==> src/rtl/ultrasonic_ranger_mc_pkg.sv <==
// Shared definitions for the multi-channel ultrasonic ranger: FSM state codes and alarm level codes.
// Latency: n/a (types and constants only).
// Backpressure: n/a.
package ultrasonic_ranger_mc_pkg;

    // Scan sequencer states; one shared FSM serves every channel in turn.
    typedef enum logic [2:0] {
        ST_IDLE      = 3'd0,
        ST_TRIG      = 3'd1,
        ST_WAIT_RISE = 3'd2,
        ST_MEASURE   = 3'd3,
        ST_GAP       = 3'd4
    } ranger_state_t;

    // Alarm level codes as seen on alarm_level_o and by the buzzer pattern generator.
    localparam logic [1:0] LVL_NONE = 2'd0;
    localparam logic [1:0] LVL_WARN = 2'd1;
    localparam logic [1:0] LVL_NEAR = 2'd2;

    // Width of the channel index published with each result.
    localparam int CH_W = 3;

endpackage

==> src/rtl/ultrasonic_ranger_mc_beep_gen.sv <==
// Buzzer pattern generator: off at level 0, square wave at level 1, solid on at level 2.
// Latency: buzzer_o follows level_i by one clock; level-1 pattern starts with an on half.
// Backpressure: none; free-running from level_i.
// Ports: clk_i, rst_i (async active-high), level_i (alarm code), buzzer_o (drive).
module ultrasonic_ranger_mc_beep_gen
    import ultrasonic_ranger_mc_pkg::*;
#(
    parameter int BEEP_HALF_CYC = 1500000
) (
    input  logic       clk_i,
    input  logic       rst_i,
    input  logic [1:0] level_i,
    output logic       buzzer_o
);

    localparam int            BW      = (BEEP_HALF_CYC > 2) ? $clog2(BEEP_HALF_CYC) : 1;
    localparam logic [BW-1:0] HALF_M1 = BW'(BEEP_HALF_CYC - 1);

    logic [BW-1:0] cnt_q, cnt_d;
    logic          buz_q, buz_d;
    logic [1:0]    lvl_q;

    always_comb begin
        cnt_d = cnt_q;
        buz_d = buz_q;
        case (level_i)
            LVL_WARN: begin
                // Restart the phase whenever level 1 is freshly entered so the
                // first beep is always a full on-half.
                if (lvl_q != LVL_WARN) begin
                    cnt_d = '0;
                    buz_d = 1'b1;
                end else if (cnt_q >= HALF_M1) begin
                    cnt_d = '0;
                    buz_d = ~buz_q;
                end else begin
                    cnt_d = cnt_q + BW'(1);
                end
            end
            LVL_NEAR: begin
                cnt_d = '0;
                buz_d = 1'b1;
            end
            default: begin
                cnt_d = '0;
                buz_d = 1'b0;
            end
        endcase
    end

    always_ff @(posedge clk_i or posedge rst_i) begin
        if (rst_i) begin
            cnt_q <= '0;
            buz_q <= 1'b0;
            lvl_q <= LVL_NONE;
        end else begin
            cnt_q <= cnt_d;
            buz_q <= buz_d;
            lvl_q <= level_i;
        end
    end

    assign buzzer_o = buz_q;

endmodule

==> src/rtl/ultrasonic_ranger_mc.sv <==
// Multi-channel ultrasonic ranger: fires sensors round-robin, times echoes with timeout, drives proximity alarm/buzzer.
// Latency: raw echo fall -> meas_valid_o in 4 clocks; alarm_level_o one clock after the strobe; buzzer one more.
// Backpressure: none; results are strobed and held, en_i=0 stops the scan only once the current channel completes.
// Ports: clk_i, rst_i (async active-high), en_i, echo_i[N_CH] raw; trigger_o[N_CH]; meas_valid_o/meas_ch_o/meas_cyc_o/
//        meas_timeout_o result; alarm_level_o (0 none, 1 warn, 2 near); buzzer_o.
module ultrasonic_ranger_mc
    import ultrasonic_ranger_mc_pkg::*;
#(
    parameter int N_CH          = 2,
    parameter int CNT_W         = 20,
    parameter int TRIG_CYC      = 120,
    parameter int PERIOD_CYC    = 720000,
    parameter int TIMEOUT_CYC   = 360000,
    parameter int NEAR_CYC      = 17400,
    parameter int WARN_CYC      = 69600,
    parameter int BEEP_HALF_CYC = 1500000
) (
    input  logic              clk_i,
    input  logic              rst_i,
    input  logic              en_i,
    input  logic [N_CH-1:0]   echo_i,
    output logic [N_CH-1:0]   trigger_o,
    output logic              meas_valid_o,
    output logic [CH_W-1:0]   meas_ch_o,
    output logic [CNT_W-1:0]  meas_cyc_o,
    output logic              meas_timeout_o,
    output logic [1:0]        alarm_level_o,
    output logic              buzzer_o
);

    localparam logic [CNT_W-1:0] TRIG_M1 = CNT_W'(TRIG_CYC - 1);
    localparam logic [CNT_W-1:0] PER_M1  = CNT_W'(PERIOD_CYC - 1);
    localparam logic [CNT_W-1:0] TMO     = CNT_W'(TIMEOUT_CYC);
    localparam logic [CNT_W-1:0] TMO_M1  = CNT_W'(TIMEOUT_CYC - 1);
    localparam logic [CNT_W-1:0] NEAR_C  = CNT_W'(NEAR_CYC);
    localparam logic [CNT_W-1:0] WARN_C  = CNT_W'(WARN_CYC);
    localparam logic [CH_W-1:0]  LAST_CH = CH_W'(N_CH - 1);

    ranger_state_t    state_q, state_d;
    logic [CH_W-1:0]  ptr_q, ptr_d;
    logic [CNT_W-1:0] cnt_q, cnt_d;      // phase counter: trigger width, rise wait, echo length
    logic [CNT_W-1:0] per_q, per_d;      // cycles since the current trigger rise
    logic             to_q, to_d;        // current result is a timeout
    logic             gap_new_q;         // first cycle in GAP: publish the result
    logic [N_CH-1:0]  sync1_q, sync2_q;
    logic [N_CH-1:0]  trig_q, trig_d;
    logic             echo_s;

    logic             meas_valid_q;
    logic [CH_W-1:0]  meas_ch_q;
    logic [CNT_W-1:0] meas_cyc_q;
    logic             meas_to_q;

    logic [CNT_W-1:0] range_q [N_CH];
    logic [CNT_W-1:0] min_rng;
    logic [1:0]       alarm_q, alarm_d;

    // Only the channel currently being served is looked at.
    always_comb begin
        echo_s = 1'b0;
        for (int i = 0; i < N_CH; i++) begin
            if (ptr_q == CH_W'(i)) echo_s = sync2_q[i];
        end
    end

    always_comb begin
        state_d = state_q;
        ptr_d   = ptr_q;
        cnt_d   = cnt_q;
        to_d    = to_q;
        // Period counter saturates so an over-long measurement cannot wrap it.
        per_d   = (per_q >= PER_M1) ? per_q : per_q + CNT_W'(1);
        case (state_q)
            ST_IDLE: begin
                per_d = per_q;
                if (en_i) begin
                    state_d = ST_TRIG;
                    cnt_d   = '0;
                    per_d   = '0;
                    to_d    = 1'b0;
                end
            end
            ST_TRIG: begin
                if (cnt_q >= TRIG_M1) begin
                    state_d = ST_WAIT_RISE;
                    cnt_d   = '0;
                end else begin
                    cnt_d = cnt_q + CNT_W'(1);
                end
            end
            ST_WAIT_RISE: begin
                // The rise-detect cycle is itself an echo-high cycle, so it is counted.
                if (echo_s) begin
                    state_d = ST_MEASURE;
                    cnt_d   = CNT_W'(1);
                end else if (cnt_q >= TMO_M1) begin
                    state_d = ST_GAP;
                    cnt_d   = TMO;
                    to_d    = 1'b1;
                end else begin
                    cnt_d = cnt_q + CNT_W'(1);
                end
            end
            ST_MEASURE: begin
                if (!echo_s) begin
                    state_d = ST_GAP;
                end else if (cnt_q >= TMO_M1) begin
                    state_d = ST_GAP;
                    cnt_d   = TMO;
                    to_d    = 1'b1;
                end else begin
                    cnt_d = cnt_q + CNT_W'(1);
                end
            end
            ST_GAP: begin
                // cnt_q/to_q hold the result here until the next trigger.
                if (per_q >= PER_M1) begin
                    ptr_d = (ptr_q >= LAST_CH) ? '0 : ptr_q + CH_W'(1);
                    if (en_i) begin
                        state_d = ST_TRIG;
                        cnt_d   = '0;
                        per_d   = '0;
                        to_d    = 1'b0;
                    end else begin
                        state_d = ST_IDLE;
                    end
                end
            end
            default: begin
                state_d = ST_IDLE;
            end
        endcase
    end

    // Trigger is registered from the next state so it is glitch-free and
    // coincides exactly with the TRIG state.
    always_comb begin
        trig_d = '0;
        for (int i = 0; i < N_CH; i++) begin
            trig_d[i] = (state_d == ST_TRIG) && (ptr_d == CH_W'(i));
        end
    end

    always_comb begin
        min_rng = range_q[0];
        for (int i = 1; i < N_CH; i++) begin
            if (range_q[i] < min_rng) min_rng = range_q[i];
        end
        if (min_rng < NEAR_C)      alarm_d = LVL_NEAR;
        else if (min_rng < WARN_C) alarm_d = LVL_WARN;
        else                       alarm_d = LVL_NONE;
    end

    always_ff @(posedge clk_i or posedge rst_i) begin
        if (rst_i) begin
            state_q      <= ST_IDLE;
            ptr_q        <= '0;
            cnt_q        <= '0;
            per_q        <= '0;
            to_q         <= 1'b0;
            gap_new_q    <= 1'b0;
            sync1_q      <= '0;
            sync2_q      <= '0;
            trig_q       <= '0;
            meas_valid_q <= 1'b0;
            meas_ch_q    <= '0;
            meas_cyc_q   <= '0;
            meas_to_q    <= 1'b0;
            alarm_q      <= LVL_NONE;
            for (int i = 0; i < N_CH; i++) range_q[i] <= TMO;
        end else begin
            state_q      <= state_d;
            ptr_q        <= ptr_d;
            cnt_q        <= cnt_d;
            per_q        <= per_d;
            to_q         <= to_d;
            gap_new_q    <= (state_d == ST_GAP) && (state_q != ST_GAP);
            sync1_q      <= echo_i;
            sync2_q      <= sync1_q;
            trig_q       <= trig_d;
            meas_valid_q <= gap_new_q;
            alarm_q      <= alarm_d;
            if (gap_new_q) begin
                meas_ch_q  <= ptr_q;
                meas_cyc_q <= cnt_q;
                meas_to_q  <= to_q;
            end
            for (int i = 0; i < N_CH; i++) begin
                if (gap_new_q && (ptr_q == CH_W'(i))) range_q[i] <= cnt_q;
            end
        end
    end

    ultrasonic_ranger_mc_beep_gen #(
        .BEEP_HALF_CYC (BEEP_HALF_CYC)
    ) u_beep (
        .clk_i    (clk_i),
        .rst_i    (rst_i),
        .level_i  (alarm_q),
        .buzzer_o (buzzer_o)
    );

    assign trigger_o      = trig_q;
    assign meas_valid_o   = meas_valid_q;
    assign meas_ch_o      = meas_ch_q;
    assign meas_cyc_o     = meas_cyc_q;
    assign meas_timeout_o = meas_to_q;
    assign alarm_level_o  = alarm_q;

endmodule
==> config.mk <==
export PLATFORM = sky130hd
export DESIGN_NAME = ultrasonic_ranger_mc
export DESIGN_NICKNAME = d
export VERILOG_FILES = /design/src/rtl/ultrasonic_ranger_mc_pkg.sv /design/src/rtl/ultrasonic_ranger_mc_beep_gen.sv /design/src/rtl/ultrasonic_ranger_mc.sv
export SDC_FILE = /design/constraint.sdc
export NUM_CORES = 1
export LEC_CHECK = 0
export CAP_MARGIN = 10
export CELL_PAD_IN_SITES_DETAIL_PLACEMENT = 1
export CELL_PAD_IN_SITES_GLOBAL_PLACEMENT = 2
export CORE_MARGIN = 2
export CORE_UTILIZATION = 40
export DETAILED_ROUTE_END_ITERATION = 10
export GPL_TIMING_DRIVEN = 0
export PLACE_DENSITY = 0.89
export SYNTH_ARGS = -nofsm -noshare
export SYNTH_HDL_FRONTEND = slang
export SYNTH_SLANG_ARGS = --single-unit
==> constraint.sdc <==
create_clock -name clk_i -period 5.7 [get_ports clk_i]
set_input_delay 0.57 -clock clk_i [delete_from_list [all_inputs] [get_ports clk_i]]
set_output_delay 0.57 -clock clk_i [all_outputs]
set_load 0.01 [all_outputs]
==> Implementation_results.wiki <==
{| class="wikitable"
! Metric !! Value
|-
| Result of the run || complete, no violations
|-
| Max Used Layer || met4
|-
| RSZ-0062 raised after global routing || no
|-
| Routed length on met2 || 10300 um
|-
| Largest cells by area after synthesis || sky130_fd_sc_hd__dfrtp_1, sky130_fd_sc_hd__mux2_2, sky130_fd_sc_hd__dfstp_2
|-
| Number of buffers added by the clock tree synthesis step || 17
|-
| TritonCTS clock tree || done
|-
| Cells after Synth || 705
|-
| Nature of the critical path startpoint || flip-flop
|-
| Final count of hold timing violations || 0
|-
| Sequence of cells on the critical path || inv_1 > ha_1 > nand4bb_1 > a21oi_1 > a2bb2oi_1 > nand2b_1 > buf_2 > o21ai_0 > a21o_1
|-
| VDD IR-drop max || 0.000269 V
|-
| Clock-pin slew on the worst setup and hold paths || 60 ps
|-
| Cell at the slowest stage of the critical path || sky130_fd_sc_hd__a2bb2oi_1
|-
| WHS Path Cells || 0
|-
| Cell area after technology mapping || 0.00745 mm^2
|-
| Final worst path period share || 53.5%
|-
| Worst Reg-to-Reg Cells || 9
|-
| Most area-hungry cell type in the Yosys netlist || sky130_fd_sc_hd__dfrtp_1
|-
| Drt wl/cell || 19.7 um
|-
| Pwr/cell area || 390 mW/mm^2
|-
| Number of antenna violations at the first check in global routing || 0
|-
| Worst hold slack after final layout || 352 ps
|-
| Sum of routed wire length over all layers || ~20000 um
|-
| Global-route wire length before repair || roughly 32000 um
|-
| Clk_lat worst skew || 420 ps
|-
| Placer's final routability congestion estimate || ~0.85
|-
| Max-cap violations || 0
|-
| Placement row count || 49
|-
| Net count after synthesis || between 700 and 800
|-
| Synth top cells by count || sky130_fd_sc_hd__dfrtp_1, sky130_fd_sc_hd__mux2_2, sky130_fd_sc_hd__nor2_1
|-
| Initial DRT Pass Iterations || 4
|-
| Core Area || 0.0181 mm^2
|-
| X dimension of the die || 140 um
|-
| CP Class || reg2reg
|-
| GR Util All Layers || 20.7%
|-
| Slew Viols, Final || 0
|-
| Post-cts gate resize count || 0
|-
| Relative slew slack || 26.9%
|-
| Full die area || 0.0197 mm^2
|-
| Number of setup buffers added after CTS || 0
|-
| Clock Skews || approximately 9.6 ps
|-
| Maximum clock insertion buffer count || 2
|-
| Number of global-route vias before repair || 6102
|-
| Dominant register cell in the synthesized netlist || sky130_fd_sc_hd__dfrtp_1
|-
| Initial DRC Count || 338
|-
| Number of remaining DRC errors || 0
|-
| Vias || roughly 5800
|-
| Fraction of layout instances using a drive strength above 1 || 16.6%
|-
| Register-to-Register Setup Slack || 2650 ps
|-
| Static leakage power || 3.84 nW
|-
| Slew at the pin closest to its max-slew limit || 1090 ps
|-
| Antenna diodes || 0
|-
| Post-route insts no fill || 1001
|-
| Number of ports placed on the die boundary || 35
|-
| HPWL after DPL || 13900 um
|-
| Die Ht || ~140 um
|-
| Number of cells after detailed placement || 969
|-
| Post-layout net count || roughly 790
|-
| Reg-to-reg endpoint || cnt_q[16]
|-
| Worst path arrival time || 3360 ps
|-
| Max incr delay on CP || 700 ps
|-
| Relative area change from synthesis to final layout || 16.8%
|-
| Number of enable-type register cells in the synthesized netlist || 0
|-
| Cell chosen for the clock root || sky130_fd_sc_hd__clkbuf_16
|-
| Flops & latches, synth || 145
|-
| Maximum clock frequency || 328 MHz
|-
| GRT overflow || 0
|-
| Sequential-to-total area share from yosys stat || 49.0%
|-
| Critical Path Fanout Max || 10
|-
| Endpoint type of the worst setup path || flip-flop
|-
| Count leader, synth || sky130_fd_sc_hd__dfrtp_1
|-
| Effective utilization at floorplan || between 40 and 50%
|-
| Detailed-routed wire length on met3 || 552 um
|-
| Launch instance of the worst min-delay path || sync1_q[0]
|-
| Top cell type's share of synthesized area || roughly 43%
|-
| Maximum level of the CTS H-tree || 4
|-
| Final setup TNS || 0 ps
|-
| Worst min-delay path class || reg2reg
|-
| Total setup violations reported at the end of the flow || 0
|-
| # hold bufs at CTS || 0
|-
| Avg Inst Size Synth || between 10 and 15 um^2
|-
| Pin count of the biggest net entering global routing || 82
|-
| Number of routed nets with antenna violations || 0
|-
| Vias per cell || between 5 and 6
|-
| Synth warnings || 0
|-
| Final critical path time including I/O delays and setup || about 3000 ps
|-
| Required time of the worst setup path || around 6000 ps
|-
| Met1 Wirelength || 8770 um
|-
| Worst min-delay path endpoint || sync2_q[0]
|-
| Clock tree sinks || 145
|-
| Count of input and output buffers || 34
|-
| Synth unique cells || a little over 70
|-
| RR Startpoint || ptr_q[1]
|-
| Fraction of registers with async set/reset || 100%
|}
-- metrics by stage --
step,setup WS [ps],utilization [%],power (mW),instance area (um^2)
3_3_place_gp,-658,44.5,2.21,8080
6_report,2650,47.9,3.40,8700
3_5_place_dp,2730,44.7,2.26,8110
2_1_floorplan,1270,-,1.92,7450
5_1_grt,2340,47.9,3.58,8700
4_1_cts,2700,47.9,3.41,8700
-- worst max path at each step --
stage | start | end | cells past startpoint | slack (ps)
2_1_floorplan | rst_i | alarm_level_o[0] | 1 | 1270
3_3_place_gp | rst_i | meas_ch_o[2] | 2 | -660
3_5_place_dp | ptr_q[1] | cnt_q[14] | 9 | 2730
4_1_cts | ptr_q[1] | cnt_q[16] | 9 | 2700
5_1_grt | ptr_q[1] | cnt_q[16] | 9 | 2340
6_report | ptr_q[1] | cnt_q[16] | 9 | 2650
-- worst max-delay path, delay by kind of cell, from the launching register on --
kind                     cells  cell delay, ps
AND/OR/NAND/NOR              2             430
buffers and inverters        2             310
flip-flops                   1             460
AO/OA/AOI/OAI                4            1470
adder cells (fa/ha/maj)      1             260
-- cells by family (layout without fill, tap and decap cells) --
kind of cell | after synthesis | in the layout | share of synthesized area [%]
flip-flops | 145 | 145 | 49.0
AO/OA/AOI/OAI | 149 | 149 | 14.1
buffers and inverters | 64 | 131 | 3.29
adder cells (fa/ha/maj) | 28 | 28 | 4.67
AND/OR/NAND/NOR | 227 | 227 | 15.9
multiplexers | 66 | 66 | 9.96
XOR/XNOR | 26 | 26 | 3.06
-- state kept, by name, indices dropped and copies added, names as in the netlist --
name and count:
alarm_level_o 2, cnt_q 20, gap_new_q 1, meas_ch_o 3
meas_cyc_o 20, meas_timeout_o 1, meas_valid_o 1, per_q 20
ptr_q 3, range_q 40, state_q 3, sync1_q 2
sync2_q 2, to_q 1, trigger_o 2, u_beep.buzzer_o 1
u_beep.cnt_q 21, u_beep.lvl_q 2
-- metal layers --
layer	vias up	global-route usage (%)
met1	2964	26.3
met2	78	36.7
met5	-	0
li1	2701	-
met3	10	4.17
met4	0	4.42
-- area by class of cell --
cell class | instances | area (um^2)
fill | 1976 | 9450
sequential | 145 | 3650
multi-input combinational | 496 | 3560
clock buffer | 22 | 454
timing repair buffer | 35 | 368
tap | 229 | 287
clock inverter | 10 | 135
buffer | 32 | 125
inverter | 32 | 125
-- cells in the final DEF (no fill, tap or decap), types with 12 or more instances in the layout --
cell,count
sky130_fd_sc_hd__and3_1,17
sky130_fd_sc_hd__dfrtp_1,127
sky130_fd_sc_hd__nand2_1,48
sky130_fd_sc_hd__ha_1,27
sky130_fd_sc_hd__a21oi_1,24
sky130_fd_sc_hd__dfstp_2,18
sky130_fd_sc_hd__nand4_1,12
sky130_fd_sc_hd__clkbuf_16,17
sky130_fd_sc_hd__inv_1,31
sky130_fd_sc_hd__clkdlybuf4s50_1,34
sky130_fd_sc_hd__o21ai_0,24
sky130_fd_sc_hd__nor2_1,57
sky130_fd_sc_hd__mux2_2,65
sky130_fd_sc_hd__a31oi_1,17
sky130_fd_sc_hd__nor3_1,14
sky130_fd_sc_hd__xor2_1,14
sky130_fd_sc_hd__clkbuf_1,31
sky130_fd_sc_hd__nand3_1,23
sky130_fd_sc_hd__xnor2_1,12
-- power by group --
| group | internal [mW] | switching [mW] | leakage (nW) |
|---|---|---|---|
| Clock | 0.699 | 0.437 | 0.288 |
| Sequential | 1.14 | 0.0995 | 1.91 |
| Combinational | 0.381 | 0.637 | 1.65 |
(Power assumes the default switching activity.)
